===== src/rtl/alu_dispatch.sv =====
// alu_dispatch: buffers ALU commands in a FIFO and issues them one at a time, holding each until alu_valid.
// Optional ALU_DISPATCH_PERF_EN adds perf_issued/perf_wait counters; otherwise both read 0.
module alu_dispatch #(
    parameter int N            = 32,
    parameter int WIDTH_OPCODE = 4,
    parameter int TAG_W        = 4,
    parameter int FIFO_DEPTH   = 4,
    parameter int TIMEOUT      = 64
) (
    input  logic                    clk,
    input  logic                    rst,
    input  logic                    cmd_valid,
    output logic                    cmd_ready,
    input  logic [WIDTH_OPCODE-1:0] cmd_opcode,
    input  logic [N-1:0]            cmd_a,
    input  logic [N-1:0]            cmd_b,
    input  logic [N-1:0]            cmd_imm,
    input  logic [TAG_W-1:0]        cmd_tag,
    output logic                    alu_enable,
    output logic [WIDTH_OPCODE-1:0] alu_opcode,
    output logic [N-1:0]            alu_dataA,
    output logic [N-1:0]            alu_dataB,
    output logic [N-1:0]            alu_data_imm,
    input  logic                    alu_valid,
    input  logic                    alu_zero,
    input  logic [N-1:0]            alu_data,
    output logic                    res_valid,
    input  logic                    res_ready,
    output logic [N-1:0]            res_data,
    output logic                    res_zero,
    output logic                    res_err,
    output logic [TAG_W-1:0]        res_tag,
    output logic                    busy,
    output logic [31:0]             perf_issued,
    output logic [31:0]             perf_wait
);
    localparam int AW = $clog2(FIFO_DEPTH);
    localparam int TW = $clog2(TIMEOUT);
    localparam int EW = WIDTH_OPCODE + 3 * N + TAG_W;

    typedef enum logic [1:0] {IDLE, ISSUE, RESP} state_t;
    state_t state, state_nx;

    logic [EW-1:0]           mem [FIFO_DEPTH];
    logic [AW:0]             wr_ptr, rd_ptr;
    logic                    empty, full, push, pop, legal, tmo;
    logic [WIDTH_OPCODE-1:0] head_op;
    logic [N-1:0]            head_a, head_b, head_imm;
    logic [TAG_W-1:0]        head_tag;
    logic [TW-1:0]           tcnt;

    assign empty     = wr_ptr == rd_ptr;
    assign full      = (wr_ptr[AW] != rd_ptr[AW]) && (wr_ptr[AW-1:0] == rd_ptr[AW-1:0]);
    assign cmd_ready = !full && !rst;
    assign push      = cmd_valid && cmd_ready;
    assign pop       = (state == IDLE) && !empty;
    assign {head_op, head_a, head_b, head_imm, head_tag} = mem[rd_ptr[AW-1:0]];
    assign legal = (head_op <= WIDTH_OPCODE'(6)) || (head_op == WIDTH_OPCODE'(9)) ||
                   (head_op == WIDTH_OPCODE'(11)) || (head_op == WIDTH_OPCODE'(14)) ||
                   (head_op == WIDTH_OPCODE'(15));
    assign tmo       = tcnt == TW'(TIMEOUT - 1);
    assign res_valid = state == RESP;
    assign busy      = (state != IDLE) || !empty;

    always_comb begin
        state_nx = state;
        case (state)
            IDLE:    if (!empty) state_nx = legal ? ISSUE : RESP;
            ISSUE:   if (alu_valid || tmo) state_nx = RESP;
            RESP:    if (res_ready) state_nx = IDLE;
            default: state_nx = IDLE;
        endcase
    end

    always_ff @(posedge clk) begin
        if (rst) state <= IDLE;
        else     state <= state_nx;
    end

    always_ff @(posedge clk) begin
        if (push) mem[wr_ptr[AW-1:0]] <= {cmd_opcode, cmd_a, cmd_b, cmd_imm, cmd_tag};
    end

    always_ff @(posedge clk) begin
        if (rst) begin
            wr_ptr <= '0;
            rd_ptr <= '0;
        end else begin
            if (push) wr_ptr <= wr_ptr + 1'b1;
            if (pop)  rd_ptr <= rd_ptr + 1'b1;
        end
    end

    // Illegal opcodes skip ISSUE and answer directly with an error result.
    always_ff @(posedge clk) begin
        if (rst) begin
            alu_enable   <= 1'b0;
            alu_opcode   <= '0;
            alu_dataA    <= '0;
            alu_dataB    <= '0;
            alu_data_imm <= '0;
            res_data     <= '0;
            res_zero     <= 1'b0;
            res_err      <= 1'b0;
            res_tag      <= '0;
            tcnt         <= '0;
        end else begin
            if (pop) begin
                alu_enable   <= legal;
                alu_opcode   <= head_op;
                alu_dataA    <= head_a;
                alu_dataB    <= head_b;
                alu_data_imm <= head_imm;
                res_tag      <= head_tag;
                res_err      <= !legal;
                res_data     <= '0;
                res_zero     <= 1'b0;
                tcnt         <= '0;
            end
            if (state == ISSUE) begin
                if (alu_valid) begin
                    alu_enable <= 1'b0;
                    res_data   <= alu_data;
                    res_zero   <= alu_zero;
                    res_err    <= 1'b0;
                end else if (tmo) begin
                    alu_enable <= 1'b0;
                    res_data   <= '0;
                    res_zero   <= 1'b0;
                    res_err    <= 1'b1;
                end else begin
                    tcnt <= tcnt + 1'b1;
                end
            end
        end
    end

`ifdef ALU_DISPATCH_PERF_EN
    always_ff @(posedge clk) begin
        if (rst) begin
            perf_issued <= '0;
            perf_wait   <= '0;
        end else begin
            if (pop && legal)                   perf_issued <= perf_issued + 1'b1;
            if (state == ISSUE && !alu_valid)   perf_wait   <= perf_wait + 1'b1;
        end
    end
`else
    assign perf_issued = 32'd0;
    assign perf_wait   = 32'd0;
`endif
endmodule


===== config.mk =====
export PLATFORM = sky130hd
export DESIGN_NAME = alu_dispatch
export DESIGN_NICKNAME = d
export VERILOG_FILES = /design/src/rtl/alu_dispatch.sv
export SDC_FILE = /design/constraint.sdc
export NUM_CORES = 1
export LEC_CHECK = 0
export CAP_MARGIN = 25
export CORE_MARGIN = 1.5
export CORE_UTILIZATION = 55
export CTS_CLUSTER_DIAMETER = 30
export DETAILED_ROUTE_END_ITERATION = 8
export PLACE_DENSITY = 0.89
export RECOVER_POWER = 25
export SLEW_MARGIN = 40
export SYNTH_ARGS = -nofsm -noshare
export SYNTH_HDL_FRONTEND = slang
export SYNTH_SLANG_ARGS = --single-unit
export TNS_END_PERCENT = 50

===== constraint.sdc =====
create_clock -name clk -period 9.85 [get_ports clk]
set_clock_uncertainty 0.15 [all_clocks]
set_input_delay 1.4775 -clock clk [delete_from_list [all_inputs] [get_ports clk]]
set_output_delay 1.4775 -clock clk [all_outputs]
set_load 0.01 [all_outputs]

==> results of run 1 <==
[cells in the final DEF (no fill, tap or decap), types with 8 or more instances in the layout]
cell / count
a21oi_1: 145
buf_4: 14
bufinv_16: 15
clkbuf_16: 105
clkdlybuf4s50_1: 209
clkinv_2: 12
clkinv_4: 8
clkinvlp_4: 14
conb_1: 64
dfxtp_1: 153
diode_2: 10
dlygate4sd3_1: 73
edfxtp_1: 416
inv_6: 18
mux4_2: 104
nand2_1: 254
o31ai_1: 34
[how the worst max path moves through the flow]
stage / cells past startpoint / to
after floorplan: 4 / mem[3][0]
after global placement: 4 / mem[3][18]
after detailed placement: 4 / mem[3][18]
after CTS: 3 / cmd_ready
after global routing: 3 / cmd_ready
final: 3 / cmd_ready
[kinds of logic after synthesis]
family / Yosys count
multiplexers: 106
AND/OR/NAND/NOR: 290
buffers and inverters: 148
AO/OA/AOI/OAI: 192
XOR/XNOR: 7
flip-flops: 571
other: 1
adder cells (fa/ha/maj): 6
[cell type report]
type                    instances  area share
clock inverters                80      0.0347
clock buffers                 116      0.0969
repair buffers                302       0.108
flip-flops and latches        571       0.556
inverters                       5    0.000669
well taps                     511      0.0228
multi-input cells             665       0.181
diodes                         10    0.000891
[layer usage]
layer | part of all wire | global-route usage | up-vias
met5 | 0.0015 | 0 | -
met4 | 0.031 | 0.119 | 12
met3 | 0.074 | 0.0663 | 113
met2 | 0.53 | 0.470 | 640
met1 | 0.36 | 0.304 | 6369
li1 | - | - | 5571
[tightest hold or removal path: stages (launching register included)]
cell and delay [ns]:
dfxtp_1 0.30, nand2_1 0.05, a21oi_1 0.05
[report_power, final]
group | switching (mW) | internal (mW) | leakage (nW) | total, mW
Combinational | 1.10 | 0.857 | 2.74 | 1.95
Clock | 1.29 | 2.42 | 1.78 | 3.71
Sequential | 0.220 | 2.86 | 5.05 | 3.08
Total | 2.61 | 6.14 | 9.57 | 8.75
[state kept, by name, indices dropped and copies added, names as in the netlist, 4 cells and up, named ones only]
name          flops
alu_dataA        32
res_data         32
res_tag           4
alu_opcode        4
alu_dataB        32
alu_data_imm     32
mem             416
tcnt              6
==> run summary, run 1 <==
GRT overflow: 0
initial drt markers: 1069
hold path depth: 2
Wirelength per Cell: 23.1 µm
worst-case clock buffer depth: 3
Row Count: 71
clk slew on worst S/H paths: 0.05 ns
largest net degree at the start of global routing: 91
area leader, netlist: edfxtp_1
post-route insts no fill: 2260
Tot Pwr: 8.75 mW
Syn-to-layout area delta: 32.1%
R2R Path End: mem[0][72]
FF-to-FF Start: wr_ptr[0]
Initial Utilization: 0.561
Yosys Warn Count: 0
Worst slew margin: 0.441
Crit. End Element: output pin
Tightest Hold Check Type: flip-flop to flip-flop
Setup TNS Final: 0 ns
Final Util: 0.742
Top FF cell, synth: edfxtp_1
Slew @ Worst Pin: 0.839 ns
commonest cells in the netlist: edfxtp_1 (416), nand2_1 (254), dfxtp_1 (155), a21oi_1 (145), mux4_2 (104)
total setup buffers inserted after CTS: 0
IO buf count: 283
GPL Wtd Cong: 0.730
Hold Crit Endpoint: alu_data_imm[27]
logic depth of the worst register-to-register path: 4
GRT Util Overall: 0.265
Mapped Cells: 1321
first-pass GRT wire length: 77200 µm
ranking of synthesized cells by area: edfxtp_1 (59%), dfxtp_1 (15%), mux4_2 (11%)
CORE AREA: 37800 µm²
Compound-Gate Fraction of Synth Area: 0.0518
Routed WL: 52300 µm
DRC: 0
Seq/Total Area, Yosys: 0.734
Crit Path Class: primary input to output pin
crit-path max FO: 90
worst-path cell chain: buf_6 -> nor2_1 -> clkdlybuf4s50_1
total CTS buffers: 103
routed vias/inst: 5.62
PnR worst setup slack: 5.50 ns
top cell type's share of synthesized area: 0.588
die area: 39800 µm²
hold_buf cts: 0
CTS sink count: 571
unrepaired setup endpoints after global routing: false
vias in the first global route: 13200
max-cap violation count: 0
CP max stage delay: 0.52 ns
register area: 15600 µm²
Hold Startpoint: alu_data_imm[27]
I/O pin cnt: 348
ys async rst share: 0
Net count, final: 1796
die width: 200 µm
R2R Setup Slk: 6.30 ns
H-tree depth: 3
Post-synth EDFFs: 416
Skew-Pair Late Insertion Delay: 0.62 ns
post-route ant nets: 0
worst path bufs/invs: 2
DP HPWL: 29000 µm
DR vias: 12700
final setup fails: 0
layout cells sized above 1: 0.186
Slew Limit Fails: 0
Yosys cell types: 46
post-CTS sizing: 0
hold_ws: 0.307 ns
Placed Area: 24300 µm²
top-count cell post-synth: edfxtp_1
Tcrit/Tclk final: 0.442
filler cell count: 2100
critical path's top delay family: buffers and inverters
Final min period: 4.35 ns
chip height: 200 µm
maximum VDD drop: 0.000288 V
status: complete, no violations
Fin. Hold Viols: 0
Synth Area in Simple Gates: 0.0558
area of the multi-input gates: 5070 µm²
xor/xnor share of the synthesized area: 0.00289
largest family of logic cells by synthesized area: multiplexers
Pleak: 9.57 nW
multiplexer share of the synthesized area: 0.111
synthesized area per cell: 16.1 µm²
Crit-path slowest cell: buf_6
CP Data Required Time: 8.22 ns
critical path arrival: 2.72 ns
Pwr per Cell Area: 312 nW/µm²
root buffer cell: clkbuf_16
synthesized area: 21200 µm²
placed insts: 2051
Placement Setup Slack: 5.33 ns
Yosys reg bits: 571
Fmax: 0.230 GHz
Design Area, Final: 28100 µm²
post-synthesis adder-cell area fraction: 0.00353
crit path launch type: primary input
Pre-antenna DRT Iters: 5
initial antenna violation count: 18
CTS tree: built
origin of the worst setup path: rst
Power figures use the tool's default switching activity.
==> run 2, diff against run 1 <==
- CORE_UTILIZATION: 55 -> 53
- PLACE_DENSITY: 0.89 -> 0.86
- clock period: 9.85 -> 4.1 ns (I/O delays scaled with it)
==> run 2 against run 1 <==
Against the previous run: global-route usage is 1.4 points lower; non-clock buffer count is 4 higher; count of clock-buffer cells in the layout is 4 lower; via count is 0.27% lower; die area is 3.7% higher; worst hold slack worse by 0.074 ns; sequential share of layout area is 0.067 points higher; critical endpoint unchanged.
==> run summary, run 2 (synthesized netlist as in run 1, its figures left out) <==
status: complete, no violations
maximum VDD drop: 0.000484 V
Syn-to-layout area delta: 32.0%
DP HPWL: 29300 µm
GRT Util Overall: 0.251
Hold Crit Endpoint: state[0]
IO buf count: 283
Hold Startpoint: rst
Pwr per Cell Area: 731 nW/µm²
most frequent cells in the layout: edfxtp_1 (416), nand2_1 (254), clkdlybuf4s50_1 (209), dfxtp_1 (153), a21oi_1 (145)
Initial Utilization: 0.536
met3 wire length: 4200 µm
total setup buffers inserted after CTS: 0
root buffer cell: clkbuf_16
Worst slew margin: 0.488
R2R Setup Slk: 1.13 ns
GRT overflow: 0
Net count, final: 1797
Fin. Hold Viols: 0
CP Data Required Time: 3.34 ns
initial drt markers: 812
hold path depth: 4
Crit-path slowest cell: xor2_1
max FFs per register: 416
DR vias: 12700
Crit. End Element: output pin
hold_buf cts: 0
Row Count: 73
top sig layer: met5
unrepaired setup endpoints after global routing: false
Final min period: 3.50 ns
Fmax: 0.286 GHz
initial antenna violation count: 19
Skew-Pair Late Insertion Delay: 0.62 ns
Placement Setup Slack: 1.14 ns
GPL Wtd Cong: 0.763
H-tree depth: 3
vias in the first global route: 13500
logic depth of the worst register-to-register path: 4
CORE AREA: 39600 µm²
crit path launch type: flip-flop
largest net degree at the start of global routing: 77
Crit Path Class: flip-flop to output pin
die area: 41300 µm²
max-cap violation count: 0
DRC: 0
I/O pin cnt: 348
clk slew on worst S/H paths: 0.05 ns
Pleak: 9.51 nW
Pre-antenna DRT Iters: 5
final setup fails: 0
worst-path cell chain: xor2_1 -> nor3_1 -> nor2_1 -> clkdlybuf4s50_1
filler cell count: 2341
Slew Limit Fails: 0
Slew @ Worst Pin: 0.768 ns
post-route ant nets: 0
total CTS buffers: 100
commonest non-fill, non-tap cell in the layout: edfxtp_1
R2R Path End: mem[2][34]
Final Util: 0.707
worst-case clock buffer depth: 3
routed vias/inst: 5.57
CP max stage delay: 0.62 ns
PnR worst setup slack: 0.603 ns
Wirelength per Cell: 22.5 µm
chip height: 203 µm
post-CTS sizing: 0
layout cells sized above 1: 0.185
die width: 203 µm
FF-to-FF Start: wr_ptr[0]
CTS tree: built
crit-path max FO: 6
Tot Pwr: 20.5 mW
Tightest Hold Check Type: primary input to flip-flop
WL met2: 26900 µm
first-pass GRT wire length: 77500 µm
critical path arrival: 2.73 ns
Routed WL: 51200 µm
CTS sink count: 571
Tcrit/Tclk final: 0.853
Metal-1 WL: 18000 µm
## run 2: changes by cell type in the layout (fill, tap and decap cells not counted), moves of 3 or more
cell,previous run,this run
inv_8,4,0
clkinv_16,0,3
buf_4,14,11
clkbuf_16,105,100
bufinv_16,15,12
clkinv_2,12,16
buf_12,3,10
## run 2: stage by stage
step	setup TNS, ns	hold WS (ns)	area, µm²	std cells
finish	0	0.233	28000	2274
global route	0	0.233	28000	2272
CTS	0	0.202	28000	2261
detailed placement	0	0.296	24500	2071
global placement	0	0.293	24500	2071
floorplan	-24.12	0.310	21500	1384
## run 2: power by group
part	leakage [nW]	internal (mW)	switching, mW
sequential	5.05	6.87	0.468
clock	1.68	5.40	3.01
combinational	2.78	2.08	2.67
## run 2: how the worst max path moves through the flow
stage,startpoint,end,cells after the start
floorplan,rst,mem[1][0],4
global placement,cmd_valid,mem[2][39],4
detailed placement,cmd_valid,mem[2][34],4
CTS,wr_ptr[0],cmd_ready,4
global route,wr_ptr[0],cmd_ready,4
finish,wr_ptr[0],cmd_ready,4
## run 2: per-layer routing
metal  GRT usage  vias up
li1            -     5557
met1       0.280     6320
met2       0.440      650
met3      0.0714      134
met4       0.126       10
met5           0        -
## run 2: layout make-up
type / instances / area, µm² / share of cell area
sequential: 571 / 15600 / 0.556
multi-input combinational: 665 / 5070 / 0.181
timing repair buffer: 306 / 3140 / 0.112
clock buffer: 112 / 2590 / 0.0923
clock inverter: 78 / 931 / 0.0332
tap: 525 / 657 / 0.0234
antenna: 12 / 30.0 / 0.00107
inverter: 5 / 18.8 / 0.000669
## run 2: critical path: cells and delay by family (launching register included)
family	cells	cell delay, ns
buf+inv	1	0.62
flops	1	0.44
simple gates	2	0.44
xor+xnor	1	0.62
==> run 3, diff against run 2 <==
- CORE_UTILIZATION: 53 -> 55
- MAX_ROUTING_LAYER: default -> met4
- PLACE_DENSITY: 0.86 -> 0.89
- clock period: 4.1 -> 4.33 ns (I/O delays scaled with it)
==> run 3 against run 2 <==
Against the previous run: die area decreased by 3.6%; sequential share of layout area increased by 0.35 points; critical path depth unchanged; clock power decreased by 8.0%; critical endpoint unchanged; non-clock buffer count increased by 1.
==> run summary, run 3 (synthesized netlist as in run 1, its figures left out) <==
status: complete, no violations
final setup fails: 0
CTS tree: built
max FFs per register: 416
Crit. End Element: output pin
maximum VDD drop: 0.000531 V
worst-path cell chain: xor2_1 -> nor3_1 -> nor2_1 -> clkdlybuf4s50_1
GRT Util Overall: 0.274
I/O pin cnt: 348
post-CTS sizing: 0
DR vias: 12800
die width: 200 µm
critical path's top delay family: XOR/XNOR gates
DP HPWL: 29100 µm
Fmax: 0.296 GHz
Tcrit/Tclk final: 0.780
root buffer cell: clkbuf_16
die area: 39800 µm²
Routed WL: 53100 µm
logic depth of the worst register-to-register path: 4
Wirelength per Cell: 23.5 µm
met1 Use GR: 0.310
Pleak: 9.48 nW
hold_buf cts: 0
GRT overflow: 0
Crit-path slowest cell: xor2_1
worst-case clock buffer depth: 3
CP Data Required Time: 3.53 ns
Crit Path Class: flip-flop to output pin
CP max stage delay: 0.60 ns
met2 Track Usage GR: 0.462
Pre-antenna DRT Iters: 5
CORE AREA: 37800 µm²
crit-path max FO: 6
largest net degree at the start of global routing: 82
CTS sink count: 571
Design Area, Final: 27900 µm²
Worst slew margin: 0.494
R2R Setup Slk: 1.25 ns
total CTS buffers: 97
clk slew on worst S/H paths: 0.05 ns
M3 GR Usage: 0.0628
Skew-Pair Late Insertion Delay: 0.62 ns
first-pass GRT wire length: 77200 µm
FF-to-FF Start: wr_ptr[0]
PnR worst setup slack: 0.955 ns
Row Count: 71
commonest non-fill, non-tap cell in the layout: edfxtp_1
post-route ant nets: 0
Hold Startpoint: alu_dataA[22]
Initial Utilization: 0.561
worst path bufs/invs: 1
hold_ws: 0.306 ns
GRT busiest layer: met2
Hold Crit Endpoint: alu_dataA[22]
Placement Setup Slack: 1.16 ns
GPL Wtd Cong: 0.772
IO buf count: 283
hold path depth: 2
Net count, final: 1795
Final min period: 3.38 ns
routed vias/inst: 5.67
Syn-to-layout area delta: 31.2%
crit path launch type: flip-flop
chip height: 200 µm
Levels on crit path: 4
Fin. Hold Viols: 0
DRC: 0
max-cap violation count: 0
Pwr per Cell Area: 693 nW/µm²
Slew Limit Fails: 0
Placed Area: 24400 µm²
Setup TNS Final: 0 ns
unrepaired setup endpoints after global routing: false
layout cells sized above 1: 0.180
Tightest Hold Check Type: flip-flop to flip-flop
R2R Path End: mem[1][98]
initial antenna violation count: 20
critical path arrival: 2.58 ns
initial drt markers: 956
total setup buffers inserted after CTS: 0
Slew @ Worst Pin: 0.759 ns
most frequent cells in the layout: edfxtp_1 (416), nand2_1 (254), clkdlybuf4s50_1 (209), dfxtp_1 (153), a21oi_1 (145)
H-tree depth: 3
vias in the first global route: 13000
==> run 3: worst max-delay path by stage <==
stage	slack (ns)	start	endpoint
6_report	0.95	wr_ptr[0]	cmd_ready
3_3_place_gp	1.21	cmd_valid	mem[0][76]
5_1_grt	0.86	wr_ptr[0]	busy
4_1_cts	0.96	wr_ptr[0]	cmd_ready
3_5_place_dp	1.16	cmd_valid	mem[1][78]
2_1_floorplan	0.05	rst	mem[3][0]
==> run 3: cell type report <==
type | count | area, µm²
tap | 511 | 639
clock buffer | 118 | 2700
timing repair buffer | 307 | 3090
inverter | 5 | 18.8
clock inverter | 66 | 692
antenna | 19 | 47.5
multi-input combinational | 665 | 5070
sequential | 571 | 15600
fill | 2127 | 9980
==> run 3: worst min-delay path, stage by stage (launching register included) <==
cell     delay (ns)
dfxtp_1        0.31
nand2_1        0.05
a21oi_1        0.05
==> run 3: per-stage QoR <==
step	util	instances	total power, mW
2_1_floorplan	-	1384	9.54
3_3_place_gp	0.645	2057	11.3
3_5_place_dp	0.645	2059	11.5
4_1_cts	0.735	2243	19.4
5_1_grt	0.736	2262	20.0
6_report	0.736	2262	19.3
==> run 3: metal layers <==
metal  wire length (µm)  part of all wire  vias up
li1                   -                 -     5573
met5                  0                 0        -
met2              28300              0.53      674
met3               4310             0.081      126
met1              18600              0.35     6453
met4               1900             0.036        0
==> run 3: power by group <==
part           internal, mW  switching, mW  total [mW]
clock                  4.91           2.84        7.74
combinational          1.99           2.58        4.58
sequential             6.51          0.466        6.97
total                  13.4           5.89        19.3
